### config.mk
export PLATFORM = sky130hd
export DESIGN_NAME = ped_request_latch
export DESIGN_NICKNAME = d
export VERILOG_FILES = /design/src/rtl/ped_pkg.sv /design/src/rtl/btn_debounce.sv /design/src/rtl/ped_request_latch.sv
export SDC_FILE = /design/constraint.sdc
export NUM_CORES = 1
export LEC_CHECK = 0
export BUFFER_PORTS_ARGS = -buffer_cell sky130_fd_sc_hd__buf_4
export CORE_MARGIN = 2
export CORE_UTILIZATION = 51
export CTS_CLUSTER_SIZE = 24
export DETAILED_ROUTE_END_ITERATION = 8
export HOLD_SLACK_MARGIN = 0.05
export PLACE_DENSITY = 0.82
export RECOVER_POWER = 100
export SLEW_MARGIN = 20
export SYNTH_ARGS = -nofsm -noshare
export SYNTH_HDL_FRONTEND = slang
export SYNTH_SLANG_ARGS = --single-unit
### constraint.sdc
create_clock -name clk -period 1.85 [get_ports clk]
set_input_delay 0.0925 -clock clk [delete_from_list [all_inputs] [get_ports clk]]
set_output_delay 0.0925 -clock clk [all_outputs]
set_load 0.01 [all_outputs]
### src/rtl/ped_pkg.sv
// Shared types and default sizes for the pedestrian request path.
// States and build-time constants used by ped_request_latch and btn_debounce.
package ped_pkg;

    typedef enum logic [1:0] {
        IDLE    = 2'd0,
        PENDING = 2'd1,
        SERVING = 2'd2,
        LOCKOUT = 2'd3
    } ped_state_t;

    localparam int DEF_SYNC_STAGES     = 2;
    localparam int DEF_DEBOUNCE_CYCLES = 4;
    localparam int DEF_CNT_W           = 8;

endpackage

### src/rtl/btn_debounce.sv
// Button conditioner: synchroniser chain, stability debouncer, rising-edge pulse.
// press is high for one cycle each time the debounced level goes 0 -> 1.
module btn_debounce
    import ped_pkg::*;
#(
    parameter int SYNC_STAGES     = DEF_SYNC_STAGES,
    parameter int DEBOUNCE_CYCLES = DEF_DEBOUNCE_CYCLES
) (
    input  logic clk,
    input  logic rst,
    input  logic button_raw,
    output logic press
);

    localparam int CW = (DEBOUNCE_CYCLES > 1) ? $clog2(DEBOUNCE_CYCLES) : 1;
    localparam logic [CW-1:0] CNT_MAX = CW'(DEBOUNCE_CYCLES - 1);

    logic [SYNC_STAGES-1:0] sync_ff;
    logic                   sync_q;
    logic [CW-1:0]          cnt;
    logic                   deb;
    logic                   deb_d;

    assign sync_q = sync_ff[SYNC_STAGES-1];

    // Metastability chain on the asynchronous button input.
    always_ff @(posedge clk or posedge rst) begin
        if (rst) begin
            sync_ff <= '0;
        end else begin
            sync_ff <= {sync_ff[SYNC_STAGES-2:0], button_raw};
        end
    end

    // Level flips only after DEBOUNCE_CYCLES consecutive disagreeing samples.
    always_ff @(posedge clk or posedge rst) begin
        if (rst) begin
            cnt   <= '0;
            deb   <= 1'b0;
            deb_d <= 1'b0;
        end else begin
            deb_d <= deb;
            if (sync_q == deb) begin
                cnt <= '0;
            end else if (cnt == CNT_MAX) begin
                deb <= ~deb;
                cnt <= '0;
            end else begin
                cnt <= cnt + CW'(1);
            end
        end
    end

    assign press = deb & ~deb_d;

endmodule

### src/rtl/ped_request_latch.sv
// Pedestrian request latch: holds a level request until the controller serves it.
// Optional post-service lockout window enabled by defining PED_LOCKOUT_EN.
module ped_request_latch
    import ped_pkg::*;
#(
    parameter int SYNC_STAGES     = DEF_SYNC_STAGES,
    parameter int DEBOUNCE_CYCLES = DEF_DEBOUNCE_CYCLES,
    parameter int CNT_W           = DEF_CNT_W,
    parameter int LOCKOUT_CYCLES  = 8
) (
    input  logic             clk,
    input  logic             rst,
    input  logic             button_raw,
    input  logic             ack,
    output logic             request,
    output logic             pending,
    output logic [CNT_W-1:0] press_count
);

    if (SYNC_STAGES < 2 || DEBOUNCE_CYCLES < 1 || LOCKOUT_CYCLES < 1) begin : g_bad_param
        $error("ped_request_latch: illegal parameter value");
    end

    ped_state_t       state_q;
    ped_state_t       state_d;
    logic             press;
    logic             accept;
    logic             request_q;
    logic [CNT_W-1:0] count_q;

`ifdef PED_LOCKOUT_EN
    localparam int LOCK_W = (LOCKOUT_CYCLES > 1) ? $clog2(LOCKOUT_CYCLES) : 1;
    localparam logic [LOCK_W-1:0] LOCK_LOAD = LOCK_W'(LOCKOUT_CYCLES - 1);
    logic [LOCK_W-1:0] lock_q;
    logic [LOCK_W-1:0] lock_d;
`endif

    btn_debounce #(
        .SYNC_STAGES    (SYNC_STAGES),
        .DEBOUNCE_CYCLES(DEBOUNCE_CYCLES)
    ) u_debounce (
        .clk       (clk),
        .rst       (rst),
        .button_raw(button_raw),
        .press     (press)
    );

    // Next-state logic; a press is only taken from IDLE, ack wins in PENDING.
    always_comb begin
        state_d = state_q;
`ifdef PED_LOCKOUT_EN
        lock_d  = lock_q;
`endif
        unique case (state_q)
            IDLE: begin
                if (press) state_d = PENDING;
            end
            PENDING: begin
                if (ack) state_d = SERVING;
            end
            SERVING: begin
                if (!ack) begin
`ifdef PED_LOCKOUT_EN
                    state_d = LOCKOUT;
                    lock_d  = LOCK_LOAD;
`else
                    state_d = IDLE;
`endif
                end
            end
            LOCKOUT: begin
`ifdef PED_LOCKOUT_EN
                if (lock_q == '0) begin
                    state_d = IDLE;
                end else begin
                    lock_d = lock_q - LOCK_W'(1);
                end
`else
                state_d = IDLE;
`endif
            end
            default: state_d = IDLE;
        endcase
    end

    assign accept = (state_q == IDLE) && press;

    // State, registered request and saturating accepted-press counter.
    always_ff @(posedge clk or posedge rst) begin
        if (rst) begin
            state_q   <= IDLE;
            request_q <= 1'b0;
            count_q   <= '0;
        end else begin
            state_q   <= state_d;
            request_q <= (state_d == PENDING);
            if (accept && count_q != {CNT_W{1'b1}}) begin
                count_q <= count_q + CNT_W'(1);
            end
        end
    end

`ifdef PED_LOCKOUT_EN
    // Lockout down-counter, only meaningful while in LOCKOUT.
    always_ff @(posedge clk or posedge rst) begin
        if (rst) begin
            lock_q <= '0;
        end else begin
            lock_q <= lock_d;
        end
    end
`endif

    assign request     = request_q;
    assign pending     = request_q;
    assign press_count = count_q;

endmodule
==> key figures, run 1 <==
Run status
  – Status: complete, no violations

Drt
  – DRT iter0 DRCs: 10
  – WL per Instance: 13.3 um
  – DR pass1 iterations: 4
  – Final ANT Viol Nets: 0
  – Detailed-route wire length: 1230 um
  – Vias per cell: 5.30
  – Total number of vias: 488
  – Residual DRC count: 0

Placed design
  – Gp weighted congestion: 0.758
  – Post-DP HPWL: 895 um
  – Port buffer count: 13

Timing
  – Pins Over Slew Limit: 0
  – Slew @ Worst Pin: 615 ps
  – Final Hold Fails: 0
  – Crit share post-route: between 80% and 90%
  – Clk_skew: 7.62 ps
  – Final Critical Period: roughly 1600 ps
  – Fmax: about 0.62 GHz
  – Hold WS: 365 ps
  – RSZ-0062 raised after global routing: no
  – Setup TNS: 0 ps
  – Slew headroom: 58.9%
  – Final setup violation count: 0

Yosys
  – Cell count after synthesis: between 50 and 60
  – Cell variety after synth: 24
  – Synth Register Bits: 17
  – Post-Syn Nets: 64
  – Mapped cell area: 734 um2
  – Syn avg cell area: 12.7 um2
  – Register area share after synthesis: 57.9%
  – Synth warnings: 0

Cells and area
  – Final net count: 84
  – N_diodes: 0
  – Share of layout cells above drive strength 1: about a fifth
  – Synthesis-to-layout area growth: 16.2%
  – FILL cells: 112

Floorplan
  – Initial Utilization: 55.7%
  – # IOs: 14
  – Die Width: 42.0 um
  – FP Rows: 13
  – DIE AREA: 0.00176 mm2
  – Core area: between 0.001 and 0.0015 mm2
  – Die span in y: ~42 um

CTS
  – Resized Gates After CTS: 0
  – Clk Latency, worst-skew pair: 290 ps
  – CTS Buf Count: 3
  – CTS max path bufs: 2
  – Clock Sink Count: 17
  – CTS tree: done
  – Post-CTS Setup Inserts: 0
  – Clock H-tree levels: 1
  – Root buf cell: clkbuf_4
  – Worst-path clk slew: 100 ps

Critical path
  – Type of destination of the critical path: register
  – Worst Path Max Fanout: 6
  – Worst Path Class, Setup: register to register
  – CP Launch Type: register
  – WP data arrival: 1800 ps
  – Worst EP required: 2030 ps
  – Worst Reg-to-Reg Cells: 4

Power
  – Leakage: between 0.4 and 0.5 nW
  – IR drop worst, VDD: 0.861 mV
  – Pwr Total: 0.00119 W
  – Power density over the cells: 1390 mW/mm2

Global routing
  – Largest net degree at the start of global routing: 18
  – Overall Global Routing Usage: 16.4%
  – First-pass GRT wire length: 2060 um
  – Grt total ovfl: 0
  – Initial antenna violation count: 0
  – Vias in the first global route: 461

Min path
  – Worst Hold Path Cells: 0
  – Worst Hold Class: register to register

Job
  – Max cap viols: 0
metrics by stage:
stage               setup slack, ps  util, %  cells  instance area (um2)
floorplan                       350        -     58                  734
finish                          229     64.8     92                  853
global placement                281     64.0     85                  843
detailed placement              223     64.0     85                  843
global route                   90.0     64.8     92                  853
CTS                             206     68.3     92                  900
cells in the mapped netlist:
| cell type | count | area (um2) |
|---|---|---|
| and2_1 | 1 | 6.26 |
| nor2b_1 | 1 | 6.26 |
| nor3_1 | 1 | 5.00 |
| inv_1 | 1 | 3.75 |
| nand2b_1 | 1 | 6.26 |
| ha_1 | 2 | 25.0 |
| nand2_1 | 3 | 11.3 |
| nand4_1 | 2 | 12.5 |
| xnor2_1 | 2 | 17.5 |
| and3_1 | 1 | 6.26 |
| buf_4 | 1 | 7.51 |
| and3_4 | 1 | 11.3 |
| nand3_1 | 2 | 10.0 |
| a21o_2 | 2 | 17.5 |
| xor2_1 | 3 | 26.3 |
| o21ai_0 | 2 | 10.0 |
| nor2_1 | 5 | 18.8 |
| and3_2 | 1 | 7.51 |
| nand2_2 | 1 | 6.26 |
| mux2_4 | 1 | 15.0 |
| a21oi_1 | 2 | 10.0 |
| nor4b_4 | 1 | 23.8 |
| mux2_2 | 4 | 45.0 |
| dfrtp_1 | 17 | 425 |
metal layers:
metal  GRT usage [%]  part of all wire [%]  wire length [um]
met3            5.22                   4.5                55
met2            25.6                    44               539
met1            20.5                    49               600
met4            7.74                   2.4                30
met5               0                     0                 0
cell usage in the layout (no fill, tap or decap), drive strengths merged:
master,netlist,layout
dfrtp,17,17
clkbuf,0,16
nor2,5,5
mux2,5,5
nand2,4,4
xor2,3,3
dlygate4sd3,0,3
and3,3,3
nand3,2,2
nand4,2,2
o21ai,2,2
xnor2,2,2
a21o,2,2
a21oi,2,2
ha,2,2
nor4b,1,1
nand2b,1,1
nor3,1,1
and2,1,1
nor2b,1,1
inv,1,1
buf,1,1
logic make-up after synthesis:
logic type	count (synthesis)	share of synthesized area, %
and+or+nand+nor	21	17.9
DFF	17	57.9
AOI/OAI and AO/OA	6	5.11
xor gates and xnor gates	5	5.96
muxes	5	8.18
buffers and inverters	2	1.53
adders and majority gates	2	3.41
report_power, final:
part / switching, W / internal, W / total (W) / leakage (nW)
Combinational: 0.000174 / 0.000186 / 0.000360 / 0.174
Sequential: 0.000138 / 0.000494 / 0.000632 / 0.216
Clock: 0.000112 / 0.0000838 / 0.000195 / 0.0150
area by class of cell:
cell class,instances,area (um2),share of cell area [%]
repair buffers,16,90.1,10.6
multi-input cells,39,289,33.9
inverters,1,3.75,0.440
clock buffers,4,26.3,3.08
well taps,15,18.8,2.20
flip-flops and latches,17,425,49.9
critical path: stages, from the launching register on:
cell     delay (ps)
dfrtp_1         450
nor4b_4         390
nand4_1         200
nor2_1          140
mux2_2          340
sequential cells by signal, indices dropped and copies added, names as in the netlist:
| name | count |
|---|---|
| u_debounce.sync_ff | 2 |
| u_debounce.deb_d | 1 |
| press_count | 8 |
| pending | 1 |
| u_debounce.cnt | 2 |
| state_q | 2 |
| u_debounce.deb | 1 |
path summary, 6_finish.rpt:
| path | from | end | slack, ps |
|---|---|---|---|
| setup / recovery | state_q[0] | press_count[7] | 230 |
| hold / removal | u_debounce.sync_ff[0] | u_debounce.sync_ff[1] | 360 |
| setup reg to reg | state_q[0] | press_count[7] | 230 |
| hold reg to reg | u_debounce.sync_ff[0] | u_debounce.sync_ff[1] | 360 |
| max in group asynchronous | rst | press_count[5] | 990 |
| min in group asynchronous | rst | u_debounce.deb | 450 |
what timing repair did:
item                                    CTS  global route
hold buffers                              3             0
endpoints found under the setup margin    0             0
endpoints found under the hold margin    19             0
(Power assumes the default switching activity.)
==> run 2: changes to the inputs <==
Settings changed: MAX_ROUTING_LAYER from default to met4.
Clock period 1.85 ns to 1.69 ns, I/O delays scaled along.
==> run 2 against run 1 <==
  * Final cell count grew 1.1%
  * Highest routed layer unchanged
  * First-iteration DRC count shrank 40%
  * Flip-flop and latch count is the same
  * Largest cell class unchanged
  * Clock power grew 11%
  * Fmax grew 0.30%
  * Sequential share of layout area shrank 2.5 points
  * Register-to-register slack lost 160 ps
  * Critical endpoint unchanged
==> key figures, run 2 (synthesis gave the netlist of run 1 again) <==
Floorplan
  – Die span in y: 42.0 um
  – FP Rows: 13
  – Initial Utilization: 55.7%
  – DIE AREA: around 0.0018 mm2
  – Core area: approximately 0.0013 mm2
  – # IOs: 14
  – Die Width: roughly 42 um

Critical path
  – Slowest CP cell: dfrtp_2
  – Type of destination of the critical path: register
  – Worst Path Max Fanout: 4
  – Worst EP required: 1870 ps
  – Critical Path Max Stage Delay: 460 ps
  – Worst Path Class, Setup: register to register
  – CP Launch Type: register
  – WP data arrival: 1800 ps
  – Worst path cell trace: nor4b_4 > nand4_1 > nor2_1 > mux2_2

Global routing
  – Initial antenna violation count: 0
  – Grt total ovfl: 0
  – Overall Global Routing Usage: 16.4%
  – Largest net degree at the start of global routing: 18
  – First-pass GRT wire length: 2140 um
  – Vias in the first global route: slightly above 500

Power
  – Leakage: 0.452 nW
  – IR drop worst, VDD: 1.07 mV
  – Pwr Total: 0.00138 W
  – Power density over the cells: 1530 mW/mm2

CTS
  – Worst-path clk slew: 100 ps
  – CTS max path bufs: 2
  – CTS tree: done
  – Root buf cell: clkbuf_4
  – Clock H-tree levels: 1
  – CTS Buf Count: 3
  – Clk Latency, worst-skew pair: 280 ps
  – Clock Sink Count: 17

Timing
  – Final Hold Fails: 0
  – Slew headroom: between 50 and 60%
  – Final setup violation count: 0
  – Crit share post-route: 95.7%
  – Slew @ Worst Pin: 624 ps
  – Final Critical Period: between 1500 and 2000 ps
  – Setup TNS: 0 ps
  – Fmax: 0.619 GHz
  – Pins Over Slew Limit: 0
  – Clk_skew: 3.52 ps
  – Hold WS: 359 ps
  – RSZ-0062 raised after global routing: no

Cells and area
  – Share of layout cells above drive strength 1: 35.9%
  – N_diodes: 0
  – Commonest non-fill, non-tap cells in the layout: 16 x dfrtp_1, 13 x buf_4, 5 x nor2_1
  – Synthesis-to-layout area growth: 22.7%
  – Commonest non-fill, non-tap cell in the layout: dfrtp_1
  – Design Area, Final: 901 um2
  – Fin util: 68.4%
  – Final net count: 85
  – Max FFs per register: 8

Drt
  – Final ANT Viol Nets: 0
  – DR pass1 iterations: 4
  – Vias per cell: 5.12
  – DRT iter0 DRCs: 6
  – WL per Instance: about 13 um
  – Residual DRC count: 0
  – Detailed-route wire length: 1200 um
  – Total number of vias: 476

Placed design
  – Gp weighted congestion: around 0.77
  – Placed Area: about 850 um2
  – Port buffer count: 13

Run status
  – Status: complete, no violations

Min path
  – Worst Hold Class: register to register

Job
  – Max cap viols: 0
==> run 2: changes by cell type in the layout (fill, tap and decap cells not counted) <==
cell / delta
buf_4: +12
clkbuf_1: -11
and2_0: -1
and2_1: +1
clkbuf_4: -1
clkinv_2: +1
dfrtp_1: -1
dfrtp_2: +1
o21ai_0: -1
o21ai_1: +1
==> run 2: where the power goes <==
part           total (W)  internal (W)  switching, W  leakage, nW
sequential      0.000698      0.000543      0.000155        0.214
combinational   0.000467      0.000278      0.000189        0.220
clock           0.000217     0.0000878      0.000129       0.0177
==> run 2: final cells by class <==
type / instances / area [um2]
clock buffer: 3 / 22.5
clock inverter: 1 / 5.00
fill: 106 / 417
inverter: 1 / 3.75
multi-input combinational: 39 / 289
sequential: 17 / 427
tap: 15 / 18.8
timing repair buffer: 17 / 135
==> run 2: critical path: cells and delay by family, from the launching register on <==
kind | cells | cell delay [ps]
and+or+nand+nor | 3 | 710
DFF | 1 | 460
muxes | 1 | 340
==> run 2: final timing paths <==
| check | end | slack [ps] | cells past startpoint | startpoint |
|---|---|---|---|---|
| setup / recovery | press_count[7] | 70 | 4 | state_q[0] |
| hold / removal | u_debounce.sync_ff[1] | 360 | 0 | u_debounce.sync_ff[0] |
| setup reg to reg | press_count[7] | 70 | 4 | state_q[0] |
| hold reg to reg | u_debounce.sync_ff[1] | 360 | 0 | u_debounce.sync_ff[0] |
| max in group asynchronous | state_q[0] | 830 | 3 | rst |
| min in group asynchronous | press_count[7] | 420 | 3 | rst |
==> run 2: stage by stage <==
step	setup WS (ps)	std cells
2_1_floorplan	190	58
3_3_place_gp	136	86
3_5_place_dp	69.6	86
4_1_cts	48.0	93
5_1_grt	6.37	93
6_report	73.4	93
==> run 2: layer usage <==
layer  share of wire (%)  track usage (%)
met3                 4.2             3.48
met4                 1.4             10.3
met2                  49             25.9
met5                   0                -
met1                  46             19.0
==> run 2: what timing repair did <==
item / CTS / global route
endpoints found under the setup margin: 0 / 2
hold endpoints to repair: 19 / 0
setup buffers: 0 / 0
hold buffers: 3 / 0
gates resized for setup: 0 / 2
==> run 3: changes to the inputs <==
Settings changed: CORE_UTILIZATION 51 to 55, PLACE_DENSITY 0.82 to 0.87.
Clock period 1.69 ns to 1.95 ns, I/O delays scaled along.
==> run 3 against run 2 <==
  * Routed wire length shrank 4.9%
  * Fmax grew 0.59%
  * Register-to-register slack gained 270 ps
  * Clock skew grew 0.80 ps
  * Die area shrank 6.6%
  * Clock power shrank 18%
  * Cell area shrank 5.3%
  * Final cell count shrank 1.1%
  * First-iteration DRC count grew 83%
  * Non-clock buffer count shrank 1
  * Critical path depth is the same
  * Largest cell class unchanged
  * Largest power group unchanged
==> key figures, run 3 (synthesis gave the netlist of run 1 again) <==
Critical path
  – CP delay by family, top: simple AND/OR/NAND/NOR gates
  – Slowest CP cell: dfrtp_1
  – CP Launch Type: register
  – WP data arrival: 1780 ps
  – Worst path cell trace: nor4b_4 > nand4_1 > nor2_1 > mux2_2
  – Critical Path Max Stage Delay: between 400 and 500 ps
  – Worst EP required: 2130 ps
  – Worst Path Class, Setup: register to register
  – Type of destination of the critical path: register
  – Bufs and invs on worst path: 0
  – Worst Path Max Fanout: 6

Timing
  – Final Hold Fails: 0
  – Fmax: 0.622 GHz
  – Setup TNS: 0 ps
  – Final Critical Period: 1610 ps
  – Slew @ Worst Pin: 612 ps
  – Pins Over Slew Limit: 0
  – Clk_skew: 4.32 ps
  – RSZ-0062 raised after global routing: no
  – Final setup violation count: 0
  – Crit share post-route: between 80% and 90%
  – Slew headroom: about three fifths

Power
  – Leakage: 0.405 nW
  – Clock Power Share: 16.1%
  – Net Sw Frac: about a third
  – Internal power: 0.000724 W
  – Logic pwr share: 29.9%
  – P_sw: 0.000385 W
  – Power density over the cells: 1300 mW/mm2
  – IR drop worst, VDD: 0.746 mV
  – Sequential share of power: 54.0%

Cells and area
  – Commonest non-fill, non-tap cells in the layout: 17 x dfrtp_1, 11 x clkbuf_1, 5 x nor2_1, 5 x clkbuf_4, 4 x mux2_2
  – Design Area, Final: 853 um2
  – Final net count: 84
  – Max FFs per register: 8
  – FILL cells: between 100 and 150
  – N_diodes: 0
  – Share of layout cells above drive strength 1: about 20%
  – Commonest non-fill, non-tap cell in the layout: dfrtp_1
  – Synthesis-to-layout area growth: 16.2%

Global routing
  – Initial antenna violation count: 0
  – Largest net degree at the start of global routing: 18
  – Vias in the first global route: 380
  – Overall Global Routing Usage: 17.4%
  – Grt total ovfl: 0
  – First-pass GRT wire length: 1690 um

Placed design
  – Gp weighted congestion: ~0.7
  – Placed Area: 843 um2
  – Port buffer count: 13
  – Post-DP HPWL: about 840 um

CTS
  – Worst-path clk slew: roughly 90 ps
  – CTS max path bufs: 2
  – Clock H-tree levels: 1
  – CTS tree: done
  – Resized Gates After CTS: 0
  – Clock Sink Count: 17
  – Post-CTS Setup Inserts: 0
  – Hold_buf cts: 3
  – Clk Latency, worst-skew pair: approximately 280 ps
  – Root buf cell: clkbuf_4
  – CTS Buf Count: 3

Drt
  – Total number of vias: 482
  – Detailed-route wire length: ~1100 um
  – DR pass1 iterations: 4
  – Final ANT Viol Nets: 0
  – WL per Instance: ~12 um
  – DRT iter0 DRCs: 11
  – Vias per cell: 5.24
  – Residual DRC count: 0

Job
  – Max cap viols: 0

Floorplan
  – Die Width: 40.5 um
  – Initial Utilization: between 50% and 60%
  – FP Rows: 13
  – DIE AREA: roughly 0.0016 mm2
  – Core area: between 0.001 and 0.0015 mm2
  – # IOs: 14
  – Die span in y: just over 40 um

Min path
  – Worst Hold Class: register to register

Run status
  – Status: complete, no violations
## run 3: cell types whose count changed in the layout (fill, tap and decap cells not counted)
cell,previous run,this run
o21ai_1,1,0
dfrtp_1,16,17
and2_0,0,1
clkinv_2,1,0
and2_1,1,0
dfrtp_2,1,0
o21ai_0,1,2
clkbuf_4,4,5
clkbuf_1,0,11
buf_4,13,1
## run 3: cell type report
type                       instances  area (um2)  share of cell area, %
sequential                        17         425                   49.9
multi-input combinational         39         289                   33.9
timing repair buffer              16        90.1                   10.6
clock buffer                       4        26.3                   3.08
tap                               15        18.8                   2.20
inverter                           1        3.75                  0.440
## run 3: worst paths after layout
path / endpoint / cells after the start / slack [ps] / startpoint
worst max-delay path: press_count[5] / 4 / 340 / state_q[0]
worst min-delay path: u_debounce.sync_ff[1] / 0 / 370 / u_debounce.sync_ff[0]
worst max register to register: press_count[5] / 4 / 340 / state_q[0]
worst min register to register: u_debounce.sync_ff[1] / 0 / 370 / u_debounce.sync_ff[0]
max in group asynchronous: u_debounce.cnt[0] / 3 / 1120 / rst
min in group asynchronous: state_q[1] / 3 / 430 / rst
## run 3: stage by stage
| step | instances | setup slack (ps) | hold WS, ps | power, W | util (%) |
|---|---|---|---|---|---|
| global placement | 85 | 386 | 201 | 0.000975 | 66.5 |
| global route | 92 | 205 | 395 | 0.00120 | 67.3 |
| CTS | 92 | 325 | 378 | 0.00118 | 70.9 |
| finish | 92 | 343 | 372 | 0.00111 | 67.3 |
| floorplan | 58 | 450 | 23.6 | 0.000842 | - |
| detailed placement | 85 | 334 | 209 | 0.000996 | 66.5 |
## run 3: routing by layer
metal  part of all wire (%)  global-route usage, %  vias to the layer above
met5                      0                      -                        -
met4                    1.2                   12.5                        0
met3                    3.7                   5.00                        2
met2                     48                   24.2                       11
met1                     47                   21.5                      231
li1                       -                      -                      238
## run 3: power groups by stage
stage / clock network, W / registers, W / logic [W]
CTS: 0.000188 / 0.000602 / 0.000394
detailed placement: 0 / 0.000606 / 0.000389
finish: 0.000179 / 0.000599 / 0.000332
global placement: 0 / 0.000598 / 0.000377
global route: 0.000201 / 0.000616 / 0.000382
floorplan: 0 / 0.000609 / 0.000233
